**src/rtl/cmd_uart_bridge_pkg.sv**
```systemverilog
// Shared types and defaults for the UART command bridge.
package cmd_uart_bridge_pkg;

  // 50 MHz system clock at 115200 baud.
  localparam int unsigned BaudDivDefault = 434;

  // Command assembler: waiting for the high byte or for the low byte.
  typedef enum logic {
    WaitHigh,
    WaitLow
  } asm_state_e;

  // Response transmitter.
  typedef enum logic {
    TxIdle,
    TxShift
  } tx_state_e;

  // Baud counters get one spare bit beyond what BaudDiv needs.
  function automatic int unsigned baud_cnt_width(input int unsigned div);
    return $clog2(div) + 1;
  endfunction

endpackage

```
**src/rtl/cmd_uart_bridge_rx.sv**
```systemverilog
// Serial byte receiver: 2-flop synchronizer, start-edge detect, mid-bit sampling.
// Emits a one-cycle rx_rdy_o for a good frame or frm_err_o for a bad stop bit.
module uart_rx
  import cmd_uart_bridge_pkg::*;
#(
  parameter int unsigned BaudDiv = BaudDivDefault
) (
  input  logic       clk,
  input  logic       rst_n,
  input  logic       rx_i,
  output logic [7:0] rx_data_o,
  output logic       rx_rdy_o,
  output logic       frm_err_o
);

  localparam int unsigned CntW = baud_cnt_width(BaudDiv);
  localparam logic [CntW-1:0] HalfLast = CntW'(BaudDiv / 2 - 1);
  localparam logic [CntW-1:0] FullLast = CntW'(BaudDiv - 1);

  logic            rx_meta_q, rx_sync_q, rx_prev_q;
  logic            busy_q, busy_d;
  logic [CntW-1:0] baud_cnt_q, baud_cnt_d;
  logic [3:0]      bit_cnt_q, bit_cnt_d;
  logic [7:0]      shift_q, shift_d;
  logic            rdy_q, rdy_d;
  logic            err_q, err_d;
  logic [CntW-1:0] sample_last;

  // Synchronize the asynchronous pin; idle-high reset avoids a false start edge.
  always_ff @(posedge clk or negedge rst_n) begin
    if (!rst_n) begin
      rx_meta_q <= 1'b1;
      rx_sync_q <= 1'b1;
      rx_prev_q <= 1'b1;
    end else begin
      rx_meta_q <= rx_i;
      rx_sync_q <= rx_meta_q;
      rx_prev_q <= rx_sync_q;
    end
  end

  // Bit timing and sampling; bit 0 is start, 1..8 data, 9 stop.
  always_comb begin
    busy_d      = busy_q;
    baud_cnt_d  = baud_cnt_q;
    bit_cnt_d   = bit_cnt_q;
    shift_d     = shift_q;
    rdy_d       = 1'b0;
    err_d       = 1'b0;
    // Start bit is sampled half a bit in so later samples land mid-bit.
    sample_last = (bit_cnt_q == 4'd0) ? HalfLast : FullLast;

    if (!busy_q) begin
      if (rx_prev_q && !rx_sync_q) begin
        busy_d     = 1'b1;
        baud_cnt_d = '0;
        bit_cnt_d  = '0;
      end
    end else if (baud_cnt_q != sample_last) begin
      baud_cnt_d = baud_cnt_q + 1'b1;
    end else begin
      baud_cnt_d = '0;
      bit_cnt_d  = bit_cnt_q + 4'd1;
      if (bit_cnt_q == 4'd0) begin
        // Start bit gone high again: glitch, drop it.
        if (rx_sync_q) begin
          busy_d    = 1'b0;
          bit_cnt_d = '0;
        end
      end else if (bit_cnt_q == 4'd9) begin
        busy_d    = 1'b0;
        bit_cnt_d = '0;
        if (rx_sync_q) rdy_d = 1'b1;
        else           err_d = 1'b1;
      end else begin
        shift_d = {rx_sync_q, shift_q[7:1]};
      end
    end
  end

  // Receiver state register.
  always_ff @(posedge clk or negedge rst_n) begin
    if (!rst_n) begin
      busy_q     <= 1'b0;
      baud_cnt_q <= '0;
      bit_cnt_q  <= '0;
      shift_q    <= '0;
      rdy_q      <= 1'b0;
      err_q      <= 1'b0;
    end else begin
      busy_q     <= busy_d;
      baud_cnt_q <= baud_cnt_d;
      bit_cnt_q  <= bit_cnt_d;
      shift_q    <= shift_d;
      rdy_q      <= rdy_d;
      err_q      <= err_d;
    end
  end

  assign rx_data_o = shift_q;
  assign rx_rdy_o  = rdy_q;
  assign frm_err_o = err_q;

endmodule

```
**src/rtl/cmd_uart_bridge.sv**
```systemverilog
// UART command bridge: assembles two received bytes (high first) into a 16-bit
// command with a ready flag, and serializes an 8-bit response back out.
module cmd_uart_bridge
  import cmd_uart_bridge_pkg::*;
#(
  parameter int unsigned BAUD_DIV = BaudDivDefault
) (
  input  logic        clk,
  input  logic        rst_n,
  input  logic        RX,
  output logic        TX,
  output logic [15:0] cmd,
  output logic        cmd_rdy,
  input  logic        clr_cmd_rdy,
  input  logic [7:0]  resp,
  input  logic        trmt,
  output logic        tx_done
);

  localparam int unsigned CntW = baud_cnt_width(BAUD_DIV);
  localparam logic [CntW-1:0] BitLast = CntW'(BAUD_DIV - 1);

  logic [7:0] rx_data;
  logic       rx_rdy;
  logic       frm_err;

  uart_rx #(
    .BaudDiv(BAUD_DIV)
  ) u_rx (
    .clk      (clk),
    .rst_n    (rst_n),
    .rx_i     (RX),
    .rx_data_o(rx_data),
    .rx_rdy_o (rx_rdy),
    .frm_err_o(frm_err)
  );

  asm_state_e asm_state_q, asm_state_d;
  logic [7:0] cmd_hi_q, cmd_hi_d;
  logic [7:0] cmd_lo_q, cmd_lo_d;
  logic       cmd_rdy_q, cmd_rdy_d;

  // Command assembly; setting the ready flag beats a simultaneous clear.
  always_comb begin
    asm_state_d = asm_state_q;
    cmd_hi_d    = cmd_hi_q;
    cmd_lo_d    = cmd_lo_q;
    cmd_rdy_d   = cmd_rdy_q & ~clr_cmd_rdy;

    if (frm_err) begin
      // Resynchronize on the next byte as a high byte.
      asm_state_d = WaitHigh;
    end else if (rx_rdy) begin
      unique case (asm_state_q)
        WaitHigh: begin
          cmd_hi_d    = rx_data;
          cmd_rdy_d   = 1'b0;  // never pair an old flag with half a new command
          asm_state_d = WaitLow;
        end
        WaitLow: begin
          cmd_lo_d    = rx_data;
          cmd_rdy_d   = 1'b1;
          asm_state_d = WaitHigh;
        end
      endcase
    end
  end

  // Assembler state register.
  always_ff @(posedge clk or negedge rst_n) begin
    if (!rst_n) begin
      asm_state_q <= WaitHigh;
      cmd_hi_q    <= '0;
      cmd_lo_q    <= '0;
      cmd_rdy_q   <= 1'b0;
    end else begin
      asm_state_q <= asm_state_d;
      cmd_hi_q    <= cmd_hi_d;
      cmd_lo_q    <= cmd_lo_d;
      cmd_rdy_q   <= cmd_rdy_d;
    end
  end

  tx_state_e       tx_state_q, tx_state_d;
  logic [9:0]      tx_shift_q, tx_shift_d;
  logic [CntW-1:0] tx_baud_q, tx_baud_d;
  logic [3:0]      tx_bit_q, tx_bit_d;
  logic            tx_done_q, tx_done_d;

  // Response shifter; TX is the shifter LSB, filled with ones behind the frame.
  always_comb begin
    tx_state_d = tx_state_q;
    tx_shift_d = tx_shift_q;
    tx_baud_d  = tx_baud_q;
    tx_bit_d   = tx_bit_q;
    tx_done_d  = tx_done_q;

    unique case (tx_state_q)
      TxIdle: begin
        if (trmt) begin
          tx_shift_d = {1'b1, resp, 1'b0};
          tx_baud_d  = '0;
          tx_bit_d   = '0;
          tx_done_d  = 1'b0;
          tx_state_d = TxShift;
        end
      end
      TxShift: begin
        if (tx_baud_q != BitLast) begin
          tx_baud_d = tx_baud_q + 1'b1;
        end else begin
          tx_baud_d  = '0;
          tx_shift_d = {1'b1, tx_shift_q[9:1]};
          if (tx_bit_q == 4'd9) begin
            tx_bit_d   = '0;
            tx_done_d  = 1'b1;
            tx_state_d = TxIdle;
          end else begin
            tx_bit_d = tx_bit_q + 4'd1;
          end
        end
      end
    endcase
  end

  // Transmitter state register; all-ones shifter keeps the line idle-high.
  always_ff @(posedge clk or negedge rst_n) begin
    if (!rst_n) begin
      tx_state_q <= TxIdle;
      tx_shift_q <= '1;
      tx_baud_q  <= '0;
      tx_bit_q   <= '0;
      tx_done_q  <= 1'b0;
    end else begin
      tx_state_q <= tx_state_d;
      tx_shift_q <= tx_shift_d;
      tx_baud_q  <= tx_baud_d;
      tx_bit_q   <= tx_bit_d;
      tx_done_q  <= tx_done_d;
    end
  end

  assign TX      = tx_shift_q[0];
  assign cmd     = {cmd_hi_q, cmd_lo_q};
  assign cmd_rdy = cmd_rdy_q;
  assign tx_done = tx_done_q;

endmodule

```
**config.mk**
```make
export PLATFORM = sky130hd
export DESIGN_NAME = cmd_uart_bridge
export DESIGN_NICKNAME = d
export VERILOG_FILES = /design/src/rtl/cmd_uart_bridge_pkg.sv /design/src/rtl/cmd_uart_bridge_rx.sv /design/src/rtl/cmd_uart_bridge.sv
export SDC_FILE = /design/constraint.sdc
export NUM_CORES = 1
export LEC_CHECK = 0
export ABC_AREA = 1
export CELL_PAD_IN_SITES_DETAIL_PLACEMENT = 0
export CELL_PAD_IN_SITES_GLOBAL_PLACEMENT = 1
export CORE_MARGIN = 2
export CORE_UTILIZATION = 27
export DETAILED_ROUTE_END_ITERATION = 8
export GPL_ROUTABILITY_DRIVEN = 0
export PLACE_DENSITY = 0.67
export SYNTH_ARGS = -nofsm -noshare
export SYNTH_HDL_FRONTEND = slang
export SYNTH_SLANG_ARGS = --single-unit
export TNS_END_PERCENT = 20
```
**constraint.sdc**
```tcl
create_clock -name clk -period 1.6 [get_ports clk]
set_clock_uncertainty 0.1 [all_clocks]
set_input_delay 0.32 -clock clk [delete_from_list [all_inputs] [get_ports clk]]
set_output_delay 0.32 -clock clk [all_outputs]
set_load 0.02 [all_outputs]
```
Yosys cells after proc, flatten, opt, wreduce, memory -nomap -nowiden --
Cells that the tools add are included.
Storage, ports and cells: input port bits 13, memory bits (writable) 0, output and inout bits 19, flip-flop bits (word level) 72, memories kept 0, bits in latches 0, bits in read-only memories 0
Cells by class: mux-type cells 49, reductions and logical operators 11, div/mod/pow operators 0, bitwise gates (word level) 8, multipliers 0, equality and inequality tests 8, magnitude comparators 0, shift-type cells 0, add/sub/neg operators 4
Operators with widths (count):
- 10-bit 2-to-1 mux | 7
- 10-bit case mux with 2 select lines | 2
- 4-bit 2-to-1 mux | 9
- 1-bit 2-to-1 mux | 25
- 10-bit by 1-bit adder with 10-bit output (second input constant) | 2
- 10-bit != test | 1
- 10-bit by 9-bit != test with 1-bit output (second input constant) | 1
- 9-bit 2-to-1 mux | 1
- 3-bit AND reduction | 3
- 4-bit by 1-bit adder with 4-bit output (second input constant) | 2
- 4-bit equality test (second input constant) | 2
- 1-bit case mux with 2 select lines | 4
- 4-bit case mux with 2 select lines | 1
- 1-bit inverter | 7
- 2-bit != test (second input constant) | 3
- 4-bit zero test | 1
- 2-bit AND reduction | 2
- 4-bit AND reduction | 1
- 2-bit nonzero test | 2
- 2-bit by 1-bit != test with 1-bit output (second input constant) | 1
- 1-bit bitwise AND | 1
- 1-bit logical AND | 1
- 1-bit zero test | 1

Depth between registers and ports, before layout --
Gate-level depths: netlist (run 1).
depth in word-level cells 5, gate-level depth with buffers 10

Cells and area by module --
Synthesis (run 1) repeated with hierarchy kept, for this count alone.
Unflattened totals: cell total of the unflattened synthesis 394, area, all modules 3545.9 um2
By module, submodules not included:
- cmd_uart_bridge | cells each 225, area an instance 2083.2 um2, instances 1
- uart_rx | cells each 169, area an instance 1462.7 um2, instances 1

Least setup slack after synthesis (run 1) --
OpenSTA, ideal clock, no wires.
path type reg-to-reg, start register u_rx.bit_cnt_q[0], end register u_rx.shift_q[0], in the netlist u_rx.rx_data_o[0], stages on the path, launching flop included 10, required time 1.382 ns, arrival time 1.325 ns, period minus slack after synthesis 1.543 ns, setup time 0.118 ns, slack 0.057 ns, path through dfrtp_1 -> inv_1 -> ha_1 -> nand2_1 -> nor2_1 -> nand2_2 -> a21oi_1 -> nand4_2 -> nand2_1 -> nand2_1
On the way: cells in the longest elaborated chain, start to end 5, elaborated cells between the ends (all ways) 8, those cells by class 2 x eq/ne; 1 x mux; 3 x bitwise; 2 x reduce/logical
RTL lines:
- from (decl) | RTL line cmd_uart_bridge_rx.sv:23 | logic [3:0] bit_cnt_q, bit_cnt_d;
- from (signal assigned) | RTL line cmd_uart_bridge_rx.sv:93 | bit_cnt_q <= bit_cnt_d;
- 4-bit zero test | RTL line cmd_uart_bridge_rx.sv:51, cmd_uart_bridge_rx.sv:64
- 9-bit 2-to-1 mux | RTL line cmd_uart_bridge_rx.sv:51 | sample_last = (bit_cnt_q == 4'd0) ? HalfLast : FullLast;
- 10-bit != test | RTL line cmd_uart_bridge_rx.sv:59 | end else if (baud_cnt_q != sample_last) begin
- 1-bit inverter (no line)
- 4-bit AND reduction (no line) (*)
- to (signal assigned) | RTL line cmd_uart_bridge_rx.sv:94 | shift_q <= shift_d;
- to (decl) | RTL line cmd_uart_bridge_rx.sv:24 | logic [7:0] shift_q, shift_d;
Every way passes the cells marked *; elsewhere a longest branch is shown, timed or not. A chain may end at the register's enable or synchronous reset.

Final worst setup path (run 1) --
start register u_rx.bit_cnt_q[1], end register u_rx.shift_q[7], in the netlist u_rx.rx_data_o[7]
Same word-level chain as after synthesis.

==> flow_metrics.tcl, run 1 <==
set metrics [dict create \
    grtUsageTotal_pct 12.1 \
    internal_power_uw 3200 \
    fin_util_pct 35.8 \
    layout.nets 487 \
    synth-warning-count 0 \
    period_needed_ps 1590 \
    drt_total_wl_um 7590 \
    fmax_mhz 629 \
    syn_inst 401 \
    overflow 0 \
    timing_hold_violations_final 0 \
    drtPass1Iterations 4 \
    dr_total_vias 2820 \
    netSwitchingFraction_pct 25.9 \
    die_w_um 118 \
    crit_path_end_kind "flip-flop" \
    detail_route.wl_per_cell_um 11.8 \
    cp_common_cell "nand2_2" \
    core_region_area_mm2 0.0126 \
    grt_pass1_wl_um 13600 \
    net-switching-power_uw 1120 \
    grt_setup_unrepaired "true" \
    clk_transition_reported_paths_ps 50 \
    clkPwrFrac_pct 40.4 \
    cp_data_arrival_time_ps 1710 \
    ys_types 35 \
    cp_top_family "simple AND/OR/NAND/NOR gates" \
    pwr-share-seq_pct 45.9 \
    final_non_filler_cell_total 643 \
    numClockSinks 71 \
    synth.net_count 422 \
    diodes 0 \
    worst_ep_required_time_ps 1720 \
    power.combinational.fraction_pct 13.7 \
    worst-path-buf-inv 1 \
    drt-initial-drc-count 171 \
    met1_usage_pct 14.8 \
    design.die.area_mm2 0.0138 \
    clock_tree_from_tritoncts "done" \
    timing.slew.headroom_pct 73.7 \
    ir_worst_vdd_mv 0.564 \
    ys_seq_elements 71 \
    multi_input_area_mm2 0.00153 \
    grt_antenna_before_repair 0 \
    antenna_left 0 \
    yosysSeqAreaShare_pct 51.5 \
    detail_route.vias_per_cell 4.39 \
    power-per-cell-area_mw_per_mm2 956 \
    timing.hold.ws_ps 255 \
    flow.area_growth_from_synthesis_pct 29.9 \
    numPortBuffers 31 \
    worst_skew_pair.late_latency_ps 330 \
    area.sequential_mm2 0.00179 \
    syn_area_mm2 0.00348 \
    timing.critical_path.cells "inv_2 > ha_4 > nand2_2 > nor2_2 > nand2_2 > a21oi_4 > nand4_4 > nand2_2 > nand2_2" \
    fp-row-count 41 \
    fillCellCount 1316 \
    timing.final.setup_violations 0 \
    cts_max_level 3 \
    grt-busiest-layer "met2" \
    final_max_slew_violation_count 0 \
    status "complete, no violations" \
    layout-drive-gt1-share_pct 20.6 \
    via_count_of_the_first_global_routing_pass 2897 \
    grt_use_met3_pct 4.17 \
    drc 0 \
    critical_path.slowest_cell "dfrtp_1" \
    clk_path_buf_depth 2 \
    floorplan.initialDensity_pct 27.6 \
    cp_max_fo 8 \
    most_common_library_cell_in_the_layout_ignoring_fill_and_taps "nand2_1" \
    type_of_the_tightest_min_delay_check "flip-flop to flip-flop" \
    critical-path-max-stage-delay_ps 390 \
    clock_tree.root_cell "clkbuf_16" \
    number_of_clock_buffers_inserted_by_tritoncts 9 \
    largest_net_degree_at_the_start_of_global_routing 72 \
    floorplan.io_pins 32 \
    critPathLaunchType "flip-flop" \
    drv.max_cap_violation_count 0 \
    hpwlAfterDp_um 5390 \
    die_height_um 118 \
    criticalPathCategory "flip-flop to flip-flop" \
    placed_cells 624 \
    layout_common_cells "nand2_1 (117), dfrtp_1 (58), inv_1 (35)" \
    post_synth.cell_area_avg_um2 8.68 \
    layout_worst_path_cycle_share_pct 99.3 \
    grt_use_met2_pct 20.5 \
    cellLeakagePower_uw 0.00218 \
    tightestPinTransition_ps 395 \
]
## sequential cells by signal, summed over array words and instances, names as in the netlist
register / flops
tx_baud_q: 10
u_rx.baud_cnt_q: 10
tx_shift_q: 9
cmd_hi_q: 8
cmd_lo_q: 8
u_rx.rx_data_o: 8
tx_bit_q: 4
u_rx.bit_cnt_q: 4
asm_state_q: 1
cmd_rdy: 1
tx_done: 1
tx_state_q: 1
u_rx.busy_q: 1
u_rx.frm_err_o: 1
u_rx.rx_meta_q: 1
u_rx.rx_prev_q: 1
u_rx.rx_rdy_o: 1
u_rx.rx_sync_q: 1
## cell families (layout without fill, tap and decap cells)
family | count (synthesis) | in the layout | synth area share, %
buffers and inverters | 54 | 124 | 6.54
AO/OA/AOI/OAI | 50 | 50 | 8.16
adder cells (fa/ha/maj) | 8 | 8 | 2.87
XOR/XNOR | 12 | 12 | 3.02
flip-flops | 71 | 71 | 51.5
AND/OR/NAND/NOR | 206 | 206 | 28.0
## final cells by class
class / instances / share of cell area (%)
Sequential cell: 71 / 39.6
Clock buffer: 15 / 5.48
Multi-Input combinational cell: 276 / 33.9
Timing Repair Buffer: 62 / 11.9
Tap cell: 172 / 4.76
Clock inverter: 1 / 0.111
Inverter: 46 / 4.23
## metrics by stage
stage	instance area (um^2)	power (uW)	TNS [ps]	setup slack, ps
6_report	4520	4320	0	10.5
5_1_grt	4520	4570	-1770	-128
4_1_cts	4460	4390	-102	-18.3
3_5_place_dp	4200	2600	-1130	-97.8
3_3_place_gp	4200	2590	-519	-74.7
2_1_floorplan	3480	2360	0	57.2
## layer usage
layer,vias to the layer above,routed length [um]
met3,5,317
met1,1353,3440
met2,35,3770
met5,-,0
li1,1427,-
met4,0,75
## timing repair
item                       in CTS  in global routing
setup endpoints to repair      50                 37
gates resized for setup        27                 15
buffers inserted                0                  2
pin swaps                       1                  8
hold endpoints to repair       59                  0
hold buffers                    1                  0
## worst reg2reg max path: stages (launching register included)
cell	delay (ps)
dfrtp_1	390
inv_2	80
ha_4	140
nand2_2	50
nor2_2	90
nand2_2	100
a21oi_4	180
nand4_4	180
nand2_2	130
nand2_2	40
## final timing paths
| path | startpoint | end | slack, ps | depth (start not counted) |
|---|---|---|---|---|
| worst max register to register | u_rx.bit_cnt_q[1]$_DFFE_PN0P_ | u_rx.rx_data_o[7]$_DFFE_PN0P_ | 10 | 9 |
| worst min-delay path | u_rx.rx_meta_q$_DFF_PN1_ | u_rx.rx_sync_q$_DFF_PN1_ | 260 | 0 |
| worst max-delay path | u_rx.bit_cnt_q[1]$_DFFE_PN0P_ | u_rx.rx_data_o[7]$_DFFE_PN0P_ | 10 | 9 |
| worst min register to register | u_rx.rx_meta_q$_DFF_PN1_ | u_rx.rx_sync_q$_DFF_PN1_ | 260 | 0 |
| min in group asynchronous | rst_n | tx_baud_q[2]$_DFFE_PN0P_ | 430 | 3 |
| max in group asynchronous | rst_n | u_rx.rx_prev_q$_DFF_PN1_ | 610 | 3 |
## power by group through the flow
stage	Sequential (uW)	Clock [uW]	Combinational [uW]
2_1_floorplan	2010	0	347
3_3_place_gp	2010	0	574
3_5_place_dp	2010	0	587
4_1_cts	1990	1810	596
5_1_grt	2000	1900	677
6_report	1990	1750	593
## synth_stat cells, drive strengths merged
cell / number / share of area [%]
nand2: 131 / 16
dfrtp: 59 / 42
inv: 44 / 4.7
nand3: 31 / 5.1
o21ai: 31 / 4.7
nor2: 22 / 3.3
nand4: 13 / 2.5
dfstp: 12 / 9.1
o22ai: 10 / 1.8
xor2: 9 / 2.3
ha: 8 / 2.9
nor3: 7 / 1.0
a21oi: 5 / 0.83
clkbuf: 5 / 0.54
buf: 3 / 0.61
xnor2: 3 / 0.75
nor3b: 2 / 0.43
o31ai: 2 / 0.43
bufinv: 1 / 0.50
clkinv: 1 / 0.14
o211ai: 1 / 0.22
o21bai: 1 / 0.22
Power figures use the tool's default switching activity.
==> run 2, diff against run 1 <==
--- a/config.mk
+++ b/config.mk
@@ -12,7 +12,8 @@
 export CORE_UTILIZATION = 27
 export DETAILED_ROUTE_END_ITERATION = 8
 export GPL_ROUTABILITY_DRIVEN = 0
-export PLACE_DENSITY = 0.67
+export PLACE_DENSITY = 0.65
+export SLEW_MARGIN = 20
 export SYNTH_ARGS = -nofsm -noshare
 export SYNTH_HDL_FRONTEND = slang
 export SYNTH_SLANG_ARGS = --single-unit
==> constraint.sdc (replaced) <==
create_clock -name clk -period 1.64 [get_ports clk]
set_clock_uncertainty 0.1 [all_clocks]
set_input_delay 0.328 -clock clk [delete_from_list [all_inputs] [get_ports clk]]
set_output_delay 0.328 -clock clk [all_outputs]
set_load 0.02 [all_outputs]
==> flow_metrics.tcl, run 2 (same netlist as run 1, synthesis figures left out) <==
set metrics [dict create \
    timing.final.setup_violations 0 \
    clk_path_buf_depth 2 \
    layout_common_cells "nand2_1 (120), dfrtp_1 (58), inv_1 (35)" \
    layout-drive-gt1-share_pct 21.3 \
    via_count_of_the_first_global_routing_pass 2697 \
    drt_total_wl_um 7290 \
    numPortBuffers 31 \
    worst_r2r_startpoint "u_rx.bit_cnt_q[1]$_DFFE_PN0P_" \
    cp_data_arrival_time_ps 1750 \
    die_w_um 118 \
    design.die.area_mm2 0.0138 \
    critPathLaunchType "flip-flop" \
    area.sequential_mm2 0.00179 \
    cellLeakagePower_uw 0.00221 \
    tightestPinTransition_ps 490 \
    grt_setup_unrepaired "true" \
    worst_ep_required_time_ps 1760 \
    floorplan.initialDensity_pct 27.6 \
    hold_start "u_rx.rx_meta_q$_DFF_PN1_" \
    final_max_slew_violation_count 0 \
    drtPass1Iterations 5 \
    numClockSinks 71 \
    grtUsageTotal_pct 11.4 \
    setup-tns-final_ps 0 \
    drc 0 \
    dr_total_vias 2774 \
    whs_endpoint "u_rx.rx_sync_q$_DFF_PN1_" \
    pwr-share-seq_pct 40.9 \
    multi_input_area_mm2 0.00154 \
    criticalPathCategory "flip-flop to flip-flop" \
    number_of_clock_buffers_inserted_by_tritoncts 9 \
    worstHoldPathCells 0 \
    reg2reg_depth 9 \
    placedInstanceArea_mm2 0.00416 \
    post-layout-total-power_uw 4700 \
    grt_antenna_before_repair 0 \
    diodes 0 \
    detail_route.vias_per_cell 4.33 \
    die_height_um 118 \
    critical-path-max-stage-delay_ps 380 \
    critical_path.slowest_cell "dfrtp_1" \
    flow.area_growth_from_synthesis_pct 31.9 \
    finalInstanceArea_mm2 0.00459 \
    net-switching-power_uw 1160 \
    fmax_mhz 613 \
    cp_max_fo 5 \
    overflow 0 \
    detail_route.wl_per_cell_um 11.4 \
    largest_net_degree_at_the_start_of_global_routing 72 \
    status "complete, no violations" \
    type_of_the_tightest_min_delay_check "flip-flop to flip-flop" \
    drt-initial-drc-count 116 \
    worst_skew_pair.late_latency_ps 330 \
    cts_max_level 3 \
    clock_tree.root_cell "clkbuf_16" \
    netSwitchingFraction_pct 24.7 \
    internal_power_uw 3540 \
    power-per-cell-area_mw_per_mm2 1020 \
    hpwlAfterDp_um 5060 \
    grt_pass1_wl_um 13000 \
    rrSetupSlack_ps 10 \
    timing.critical_path.cells "inv_2 > ha_4 > nand2_2 > nor2_2 > nand2_2 > nand2_4 > nand4_1 > nor2_1 > nor2_1" \
    clk_transition_reported_paths_ps 60 \
    top_regs "tx_baud_q x10, u_rx.baud_cnt_q x10, tx_shift_q x9" \
    worst_r2r_endpoint "u_rx.busy_q$_DFF_PN0_" \
    layout.nets 485 \
    layout_worst_path_cycle_share_pct 99.4 \
    drv.max_cap_violation_count 0 \
    antenna_left 0 \
    clock_tree_from_tritoncts "done" \
    power.combinational.fraction_pct 13.4 \
    crit_path_end_kind "flip-flop" \
    timing.slew.headroom_pct 67.3 \
    most_common_library_cell_in_the_layout_ignoring_fill_and_taps "nand2_1" \
    floorplan.io_pins 32 \
    fillCellCount 1326 \
    core_region_area_mm2 0.0126 \
    period_needed_ps 1630 \
    ir_worst_vdd_mv 0.409 \
    fp-row-count 41 \
    timing_hold_violations_final 0 \
    clkPwrFrac_pct 45.7 \
]
[run 2: cell count changes in the layout (fill, tap and decap cells not counted), moves of 2 or more]
cell | previous run | this run
clkinvlp_4 | 0 | 2
bufinv_16 | 0 | 2
nor3_2 | 0 | 3
clkbuf_8 | 0 | 2
buf_4 | 28 | 25
nand2_1 | 117 | 120
nand2_2 | 9 | 6
clkbuf_1 | 6 | 0
nor3_1 | 7 | 4
[run 2: worst max-delay path by stage]
stage | start | end | slack (ps) | depth (start not counted)
2_1_floorplan | u_rx.bit_cnt_q[0]$_DFFE_PN0P_ | u_rx.rx_data_o[0]$_DFFE_PN0P_ | 100 | 9
3_3_place_gp | u_rx.bit_cnt_q[0]$_DFFE_PN0P_ | u_rx.bit_cnt_q[0]$_DFFE_PN0P_ | -30 | 6
3_5_place_dp | u_rx.bit_cnt_q[0]$_DFFE_PN0P_ | u_rx.busy_q$_DFF_PN0_ | -50 | 9
4_1_cts | u_rx.bit_cnt_q[0]$_DFFE_PN0P_ | u_rx.rx_data_o[4]$_DFFE_PN0P_ | -60 | 9
5_1_grt | u_rx.bit_cnt_q[0]$_DFFE_PN0P_ | u_rx.busy_q$_DFF_PN0_ | -160 | 9
6_report | u_rx.bit_cnt_q[1]$_DFFE_PN0P_ | u_rx.busy_q$_DFF_PN0_ | 10 | 9
[run 2: area by class of cell]
cell class	instances	area share, %
inverter	46	4.11
multi-input combinational	277	33.6
sequential	71	39.0
tap	172	4.69
clock buffer	11	5.50
clock inverter	5	1.74
timing repair buffer	59	11.3
[run 2: per-stage QoR]
| step | hold slack, ps | setup slack, ps | utilization [%] | cells |
|---|---|---|---|---|
| 4_1_cts | 257 | -61.0 | 35.5 | 636 |
| 3_3_place_gp | 248 | -29.8 | 33.0 | 619 |
| 5_1_grt | 268 | -161 | 36.4 | 641 |
| 2_1_floorplan | -67.6 | 97.2 | - | 401 |
| 6_report | 253 | 9.74 | 36.4 | 641 |
| 3_5_place_dp | 249 | -52.0 | 33.0 | 619 |
[run 2: repair_timing]
item | 4_1_cts | 5_1_grt
setup buffers | 0 | 4
pin swaps | 1 | 16
hold endpoints to repair | 59 | 0
hold buffers | 1 | 0
gates resized for setup | 21 | 19
setup endpoints to repair | 33 | 36
cloned | 0 | 1
[run 2: power by group through the flow]
| stage | combinational, uW | clock (uW) | sequential, uW |
|---|---|---|---|
| 2_1_floorplan | 338 | 0 | 1960 |
| 3_3_place_gp | 581 | 0 | 1960 |
| 3_5_place_dp | 588 | 0 | 1950 |
| 4_1_cts | 591 | 2210 | 1930 |
| 5_1_grt | 722 | 2290 | 1940 |
| 6_report | 630 | 2150 | 1930 |
[run 2: critical path: cells and delay by family (launching register included)]
family | cells | cell delay [ps]
buffers and inverters | 1 | 80
adders and majority gates | 1 | 140
and+or+nand+nor | 7 | 800
DFF | 1 | 380
[run 2: layer usage]
layer | share of wire [%] | GRT usage (%) | up-vias
li1 | - | - | 1435
met1 | 51 | 16.0 | 1303
met2 | 45 | 17.0 | 28
met3 | 2.7 | 2.91 | 8
met4 | 1.5 | 4.29 | 0
met5 | 0 | 0 | -
==> run 3, diff against run 2 <==
--- a/config.mk
+++ b/config.mk
@@ -8,7 +8,7 @@
 export ABC_AREA = 1
 export CELL_PAD_IN_SITES_DETAIL_PLACEMENT = 0
 export CELL_PAD_IN_SITES_GLOBAL_PLACEMENT = 1
-export CORE_MARGIN = 2
+export CORE_MARGIN = 4
 export CORE_UTILIZATION = 27
 export DETAILED_ROUTE_END_ITERATION = 8
 export GPL_ROUTABILITY_DRIVEN = 0
==> flow_metrics.tcl, run 3 (same netlist as run 1, synthesis figures left out) <==
set metrics [dict create \
    status "complete, no violations" \
    drt-initial-drc-count 150 \
    timing_hold_violations_final 0 \
    rrSetupSlack_ps 60 \
    timing.slew.headroom_pct 66.9 \
    dr_total_vias 2758 \
    flow.area_growth_from_synthesis_pct 30.6 \
    floorplan.initialDensity_pct 27.6 \
    antenna_left 0 \
    numClockSinks 71 \
    critPathLaunchType "flip-flop" \
    worst_ep_required_time_ps 1210 \
    drc 0 \
    grtUsageTotal_pct 10.8 \
    final_max_slew_violation_count 0 \
    grt_setup_unrepaired "true" \
    cts_max_level 3 \
    clock_tree.root_cell "clkbuf_16" \
    critical-path-max-stage-delay_ps 530 \
    cp_top_family "flip-flops" \
    ir_worst_vdd_mv 0.390 \
    drv.max_cap_violation_count 0 \
    numPortBuffers 31 \
    overflow 0 \
    top_regs "tx_baud_q x10, u_rx.baud_cnt_q x10, tx_shift_q x9" \
    critical_path.slowest_cell "dfstp_2" \
    die_height_um 122 \
    clk_transition_reported_paths_ps 60 \
    period_needed_ps 1590 \
    worst_skew_pair.late_latency_ps 330 \
    cp_data_arrival_time_ps 1170 \
    power-per-cell-area_mw_per_mm2 990 \
    cellLeakagePower_uw 0.00219 \
    number_of_clock_buffers_inserted_by_tritoncts 9 \
    via_count_of_the_first_global_routing_pass 2642 \
    final_non_filler_cell_total 639 \
    grt_antenna_before_repair 0 \
    floorplan.io_pins 32 \
    cp_max_fo 2 \
    die_w_um 122 \
    grt_pass1_wl_um 12700 \
    detail_route.wl_per_cell_um 11.3 \
    most_common_library_cell_in_the_layout_ignoring_fill_and_taps "nand2_1" \
    crit_path_end_kind "output pin" \
    core_region_area_mm2 0.0126 \
    layout_common_cells "nand2_1 (120), dfrtp_1 (58), inv_1 (36)" \
    hpwlAfterDp_um 5110 \
    layout.nets 483 \
    timing.final.setup_violations 0 \
    fin_util_pct 36.0 \
    tightestPinTransition_ps 495 \
    placed_cells 621 \
    largest_net_degree_at_the_start_of_global_routing 72 \
    worst-path-buf-inv 1 \
    drt_total_wl_um 7220 \
    fp-row-count 41 \
    drtPass1Iterations 4 \
    diodes 0 \
    clk_path_buf_depth 2 \
    clock_tree_from_tritoncts "done" \
    layout_worst_path_cycle_share_pct 97.2 \
    timing.critical_path.cells "clkdlybuf4s15_1" \
    type_of_the_tightest_min_delay_check "flip-flop to flip-flop" \
    design.die.area_mm2 0.0148 \
    criticalPathCategory "flip-flop to output pin" \
    detail_route.vias_per_cell 4.32 \
    fmax_mhz 627 \
    layout-drive-gt1-share_pct 20.3 \
]
==> run 3: cell types whose count changed in the layout (fill, tap and decap cells not counted), sizes merged <==
cell / change
clkbuf: +2
clkdlybuf4s15: +1
dlygate4sd2: -1
bufinv: -1
clkinvlp: -2
nor2: -1
clkinv: +1
buf: -1
==> run 3: worst reg2reg max path: stages, from the launching register on <==
cell     delay, ps
dfrtp_1        380
inv_2           90
ha_4           150
nand2_2         50
nor2_2          90
nand2_2         80
nand2_4        110
nand4_1        200
nand3_1        160
nand2_1         60
==> run 3: stage by stage <==
stage	hold slack, ps	TNS (ps)	instance area [um^2]	setup WS (ps)	power (uW)
after global routing	259	-902	4550	-109	4750
final	256	0	4550	45.4	4500
after global placement	249	-25.7	4180	-25.7	2520
after floorplan	-67.6	0	3480	97.2	2300
after detailed placement	248	-324	4180	-41.7	2520
after CTS	261	0	4490	13.7	4570
==> run 3: area by class of cell <==
cell class | count | area, um^2
fill | 1326 | 8070
tap | 172 | 215
multi-input combinational | 276 | 1530
sequential | 71 | 1790
clock inverter | 3 | 40.0
timing repair buffer | 58 | 513
inverter | 46 | 189
clock buffer | 13 | 270
==> run 3: final timing paths <==
path / end / depth (start not counted) / start
worst max register to register: u_rx.bit_cnt_q[2]$_DFFE_PN0P_ / 9 / u_rx.bit_cnt_q[1]$_DFFE_PN0P_
min in group asynchronous: cmd_hi_q[0]$_DFFE_PN0P_ / 3 / rst_n
worst max-delay path: TX / 1 / tx_shift_q[0]$_DFFE_PN1P_
worst min-delay path: u_rx.rx_sync_q$_DFF_PN1_ / 0 / u_rx.rx_meta_q$_DFF_PN1_
worst min register to register: u_rx.rx_sync_q$_DFF_PN1_ / 0 / u_rx.rx_meta_q$_DFF_PN1_
max in group asynchronous: tx_shift_q[4]$_DFFE_PN1P_ / 3 / rst_n
==> run 3: timing repair <==
item / in CTS / in global routing
hold endpoints to repair: 59 / 0
pin swaps: 0 / 9
gates resized for setup: 24 / 14
hold buffers: 1 / 0
buffers inserted: 0 / 1
endpoints found under the setup margin: 34 / 35
==> run 3: metal layers <==
metal,share of wire [%],vias to the layer above,GRT usage [%],wire length [um]
met4,2.2,0,5.46,160
met1,51,1288,15.2,3650
met2,44,31,15.4,3170
li1,-,1424,-,-
met5,0,-,0,0
met3,3.3,15,2.51,235
==> run 3: power breakdown <==
part	switching, uW	leakage [uW]	internal (uW)
logic	316	0.00114	240
clock network	712	0.000156	1300
registers	91.2	0.000898	1850
